**src/rtl/phy_pkg.sv**
```systemverilog
// Shared PHY definitions used by phy_tx and phy_rx: sync symbol, frame length, frame class.
package phy_pkg;

    localparam logic [7:0]  COM_SYMBOL = 8'hBC;
    localparam int unsigned FRAME_LEN  = 16;
    localparam int unsigned CNT_W      = $clog2(FRAME_LEN);

    // Content class of the frame currently on the lanes
    typedef enum logic [1:0] {
        SYNC = 2'd0,
        IDLE = 2'd1,
        DATA = 2'd2
    } phy_state_e;

endpackage

```
**src/rtl/phy_tx_serializer.sv**
```systemverilog
// One lane serializer: 8-bit parallel-load shift register, MSB shifted out first.
module phy_tx_serializer (
    input  logic       clk_32f,
    input  logic       reset,
    input  logic       load,
    input  logic       shift,
    input  logic [7:0] din,
    output logic       dout
);

    logic [7:0] sr;

    // Load a new byte or shift toward the MSB; load wins over shift
    always_ff @(posedge clk_32f) begin
        if (!reset) begin
            sr <= '0;
        end else if (load) begin
            sr <= din;
        end else if (shift) begin
            sr <= {sr[6:0], 1'b0};
        end
    end

    assign dout = sr[7];

endmodule

```
**src/rtl/phy_tx.sv**
```systemverilog
// Two-lane PHY transmitter: COM sync preamble, then IDLE/DATA frames of 16 bits per lane.
// Optional feature: define PHY_TX_LANE_SKEW_EN to delay lane 1 by 4 cycles.
module phy_tx #(
    parameter logic [7:0]  COM_SYMBOL  = phy_pkg::COM_SYMBOL,
    parameter int unsigned SYNC_FRAMES = 2
) (
    input  logic        clk_32f,
    input  logic        reset,
    input  logic [31:0] data_in,
    input  logic        valid_in,
    output logic        ready,
    output logic        data_out_0,
    output logic        data_out_1,
    output logic        active
);

    import phy_pkg::*;

    localparam logic [CNT_W-1:0] LAST_CNT   = CNT_W'(FRAME_LEN - 1);
    localparam logic [CNT_W-1:0] SLOT_B_CNT = CNT_W'(FRAME_LEN / 2);
    localparam logic [3:0]       SYNC_DONE  = 4'(SYNC_FRAMES);

    phy_state_e       state;
    logic [CNT_W-1:0] cnt;        // position of the bit emitted at the next edge
    logic [3:0]       sync_cnt;   // completed SYNC frames
    logic [15:0]      word_lo;    // slot B bytes of the word in flight

    logic       frame_start_c;
    logic       slot_b_c;
    logic       load_c;
    logic       capture_c;
    logic [7:0] byte0_c;
    logic [7:0] byte1_c;
    logic       lane0_bit;
    logic       lane1_bit;

    // Byte selection for each lane at slot boundaries
    always_comb begin
        frame_start_c = (cnt == '0);
        slot_b_c      = (cnt == SLOT_B_CNT);
        load_c        = frame_start_c || slot_b_c;
        capture_c     = ready && valid_in;
        byte0_c       = COM_SYMBOL;
        byte1_c       = COM_SYMBOL;
        if (frame_start_c && capture_c) begin
            byte0_c = data_in[31:24];
            byte1_c = data_in[23:16];
        end else if (slot_b_c && (state == DATA)) begin
            byte0_c = word_lo[15:8];
            byte1_c = word_lo[7:0];
        end
    end

    // Frame counter, preamble tracking and frame-class FSM with registered ready/active
    always_ff @(posedge clk_32f) begin
        if (!reset) begin
            state    <= SYNC;
            cnt      <= '0;
            sync_cnt <= '0;
            word_lo  <= '0;
            ready    <= 1'b0;
            active   <= 1'b0;
        end else begin
            cnt   <= cnt + CNT_W'(1);
            ready <= (cnt == LAST_CNT) && (state != SYNC);
            if ((cnt == LAST_CNT) && (state == SYNC) && (sync_cnt != SYNC_DONE)) begin
                sync_cnt <= sync_cnt + 4'd1;
            end
            if (frame_start_c && ((state != SYNC) || (sync_cnt == SYNC_DONE))) begin
                active <= 1'b1;
                state  <= capture_c ? DATA : IDLE;
                if (capture_c) begin
                    word_lo <= data_in[15:0];
                end
            end
        end
    end

    phy_tx_serializer u_ser_lane0 (
        .clk_32f (clk_32f),
        .reset   (reset),
        .load    (load_c),
        .shift   (!load_c),
        .din     (byte0_c),
        .dout    (lane0_bit)
    );

    phy_tx_serializer u_ser_lane1 (
        .clk_32f (clk_32f),
        .reset   (reset),
        .load    (load_c),
        .shift   (!load_c),
        .din     (byte1_c),
        .dout    (lane1_bit)
    );

    assign data_out_0 = lane0_bit;

`ifdef PHY_TX_LANE_SKEW_EN
    logic [3:0] skew_sr;

    // Four-cycle delay line on lane 1 to emulate inter-lane skew
    always_ff @(posedge clk_32f) begin
        if (!reset) begin
            skew_sr <= '0;
        end else begin
            skew_sr <= {skew_sr[2:0], lane1_bit};
        end
    end

    assign data_out_1 = skew_sr[3];
`else
    assign data_out_1 = lane1_bit;
`endif

endmodule

```
**config.mk**
```make
export PLATFORM = sky130hd
export DESIGN_NAME = phy_tx
export DESIGN_NICKNAME = d
export VERILOG_FILES = /design/src/rtl/phy_pkg.sv /design/src/rtl/phy_tx_serializer.sv /design/src/rtl/phy_tx.sv
export SDC_FILE = /design/constraint.sdc
export NUM_CORES = 1
export LEC_CHECK = 0
export CORE_MARGIN = 8
export CORE_UTILIZATION = 47
export DETAILED_ROUTE_END_ITERATION = 6
export HOLD_SLACK_MARGIN = 0.03
export PLACE_DENSITY = 0.82
export RECOVER_POWER = 50
export SYNTH_ARGS = -nofsm -noshare
export SYNTH_HDL_FRONTEND = slang
export SYNTH_HIERARCHICAL = 1
export SYNTH_SLANG_ARGS = --single-unit
```
**constraint.sdc**
```tcl
create_clock -name clk_32f -period 2.4 [get_ports clk_32f]
set_input_delay 0.72 -clock clk_32f [delete_from_list [all_inputs] [get_ports clk_32f]]
set_output_delay 0.72 -clock clk_32f [all_outputs]
set_load 0.02 [all_outputs]
```
==> results_dict.tcl <==
set metrics [dict create \
    status "finished clean" \
    multi_input_area_um2 1250 \
    fmax_ghz 0.484 \
    power_density_nw_per_um2 566 \
    path_cells "clkdlybuf4s50_1 > nand2_1 > or2_1 > o22a_1 > nand2b_1 > o211a_1" \
    path_class "in -> reg" \
    vdd_drop_max_mv 0.344 \
    finalNonFillerCells 313 \
    vias 1685 \
    drc_errors 0 \
    synthDistinctLibCells 37 \
    synth_top_family_by_area "simple AND/OR/NAND/NOR gates" \
    die_area_um2 7210 \
    maxSlewViolCount 0 \
    clock_path_buffers 2 \
    grt_max_degree 36 \
    synth-simple-area-share_pct 19.0 \
    drv_cap 0 \
    synth_cells 222 \
    worst_slew_margin_rel_pct 3.88 \
    register_area_um2 881 \
    drt_iter0_markers 120 \
    synth_top_area_share_pct 39.4 \
    most-common-layout-cells "44 x dfxtp_1, 41 x nand2_1, 37 x clkdlybuf4s50_1" \
    worstPathArrival_ns 2.27 \
    viasPerCell 5.38 \
    tns_ns 0 \
    cpPeakStageDelay_ns 0.46 \
    p_leak_nw 1.13 \
    syn-num-nets 261 \
    switching_share_pct 25.3 \
    synthMuxAreaShare_pct 18.4 \
    crit_buf_inv 1 \
    grt_usage_pct 14.0 \
    ant_nets 0 \
    numCtsBuffers 5 \
    cts_tree "built" \
    pin_count 39 \
    cts_hold_buf 0 \
    intPower_mw 1.16 \
    avgRoutedWirePerCell_um 15.5 \
    syn_area_per_cell_um2 10.1 \
    yosys.area_share.xor_xnor_pct 0.784 \
    finClkSkew_ns 0.0104 \
    core_um2 4660 \
    endpoint_kind "flop" \
    switchingPower_uw 394 \
    synth_area_leader_cell "dfxtp_1" \
    nets 297 \
    h-tree-depth 2 \
    period_minus_slack_ns 2.06 \
    dp_hpwl_mm 3.39 \
    clk_pin_slew_ns 0.09 \
    fillers 409 \
    grt_pass1_wl_mm 8.09 \
    layout_commonest_cell "dfxtp_1" \
    clock-root-buffer "clkbuf_8" \
    die_h_um 84.9 \
    setup_violations 0 \
    clkSinkCount 44 \
    postCtsSetupRepairBufs 0 \
    hold_violations 0 \
    dp_cells 305 \
    dieWidth_um 84.9 \
    dr.pass1.iters 5 \
    synthAdderAreaFrac_pct 2.24 \
    cp.required_ns 2.61 \
    min_period_over_period_pct 86.0 \
    post-route-util_pct 59.1 \
    area_delta_synth_final_pct 23.3 \
    synth.area.top_cells "dfxtp_1 39%, mux2_4 9.4%, mux2i_1 9.0%" \
    synth_area_um2 2230 \
    ctsResizeCount 0 \
    comb_power_share_pct 17.9 \
    n_antenna_cell 0 \
    pwr-share-clk_pct 31.7 \
    clock_latency_ns 0.31 \
    io_buffers 38 \
    grt_pass1_vias 1761 \
    row_count 25 \
    overflow 0 \
    antenna_found_initial 0 \
    ys_ff_latch 44 \
    rsz0062_at_grt "false" \
    yosysWarnings 6 \
    cp_top_family "simple AND/OR/NAND/NOR gates" \
    path_max_fanout 10 \
    critPathLaunchType "input pin" \
    cp_slowest_cell "clkdlybuf4s50_1" \
    routed_wirelength_mm 4.86 \
    layout-drive-gt1-share_pct 13.1 \
    seqPwrFrac_pct 50.4 \
    seq_area_frac_synth_pct 39.4 \
    synth_compound_area_share_pct 15.1 \
    gp_congestion 0.727 \
    tightest_slew_ns 1.44 \
    hp-class "reg -> reg" \
    start_util_pct 47.9 \
]
power by group through the flow:
stage | registers, mW | logic, mW | clock network, mW
6_report | 0.785 | 0.279 | 0.494
5_1_grt | 0.790 | 0.301 | 0.532
4_1_cts | 0.785 | 0.278 | 0.505
3_5_place_dp | 0.802 | 0.275 | 0
3_3_place_gp | 0.801 | 0.273 | 0
2_1_floorplan | 0.802 | 0.183 | 0
Yosys cell counts:
| cell type | count |
|---|---|
| dfxtp_1 | 44 |
| nand2_1 | 41 |
| mux2i_1 | 20 |
| nand2b_1 | 17 |
| mux2_4 | 14 |
| o211a_1 | 14 |
| o22a_1 | 10 |
| a22o_1 | 6 |
| clkbuf_1 | 5 |
| and2_1 | 4 |
| ha_1 | 4 |
| buf_1 | 3 |
| buf_2 | 3 |
| buf_6 | 3 |
| inv_1 | 3 |
| nand3_1 | 3 |
| a21boi_1 | 2 |
| nor2_1 | 2 |
| nor2b_1 | 2 |
| nor3b_1 | 2 |
| o21a_1 | 2 |
| or3b_1 | 2 |
| or3b_4 | 2 |
| a211oi_2 | 1 |
| a21oi_1 | 1 |
| a31o_2 | 1 |
| and3_1 | 1 |
| buf_12 | 1 |
| inv_2 | 1 |
| nor3_1 | 1 |
| nor4_1 | 1 |
| nor4b_1 | 1 |
| nor4bb_1 | 1 |
| or2_1 | 1 |
| or3_1 | 1 |
| xnor2_1 | 1 |
| xor2_1 | 1 |
area by class of cell:
cell class | count | area share (%)
clock inverter | 2 | 0.545
multi-input combinational | 159 | 45.3
clock buffer | 6 | 3.00
tap | 54 | 2.45
inverter | 4 | 0.545
timing repair buffer | 44 | 16.1
sequential | 44 | 32.0
tightest hold or removal path: stages, from the launching register on:
cell	delay [ns]
dfxtp_1	0.31
nand2_1	0.05
mux2i_1	0.05
metrics by stage:
stage	worst slack [ns]	hold slack, ns	instance area (um2)	power (mW)
floorplan	0.112	0.434	2230	0.985
global placement	0.0784	0.445	2660	1.07
detailed placement	0.0179	0.453	2660	1.08
CTS	0.340	0.464	2760	1.57
global route	0.180	0.489	2750	1.62
finish	0.336	0.461	2750	1.56
flip-flops by register name (all words and copies together), names as in the netlist:
name            count
sync_cnt            4
ready               1
word_lo            16
u_ser_lane0/sr      8
active              1
u_ser_lane1/sr      8
state               2
cnt                 4
per-layer routing:
layer,GRT usage (%),part of all wire [%],wire length (um)
met1,15.5,44,2140
met2,24.1,50,2440
met3,4.34,4.3,211
met4,5.83,1.3,63
met5,0,0,0
cell families after synthesis:
logic type,count (synthesis)
AND/OR/NAND/NOR,82
flip-flops,44
AO/OA/AOI/OAI,37
multiplexers,34
buffers and inverters,19
adder cells (fa/ha/maj),4
XOR/XNOR,2
path summary, 6_finish.rpt:
| path | startpoint | endpoint | slack, ns | cells past startpoint |
|---|---|---|---|---|
| max | valid_in | u_ser_lane0/sr[2]$_SDFFE_PN0P_ | 0.34 | 6 |
| min reg2reg | word_lo[14]$_SDFFE_PN0P_ | word_lo[14]$_SDFFE_PN0P_ | 0.46 | 2 |
| min | word_lo[14]$_SDFFE_PN0P_ | word_lo[14]$_SDFFE_PN0P_ | 0.46 | 2 |
| max reg2reg | cnt[0]$_SDFF_PN0_ | u_ser_lane0/sr[2]$_SDFFE_PN0P_ | 0.40 | 7 |
Note: power is estimated with default switching activity, not from simulation.
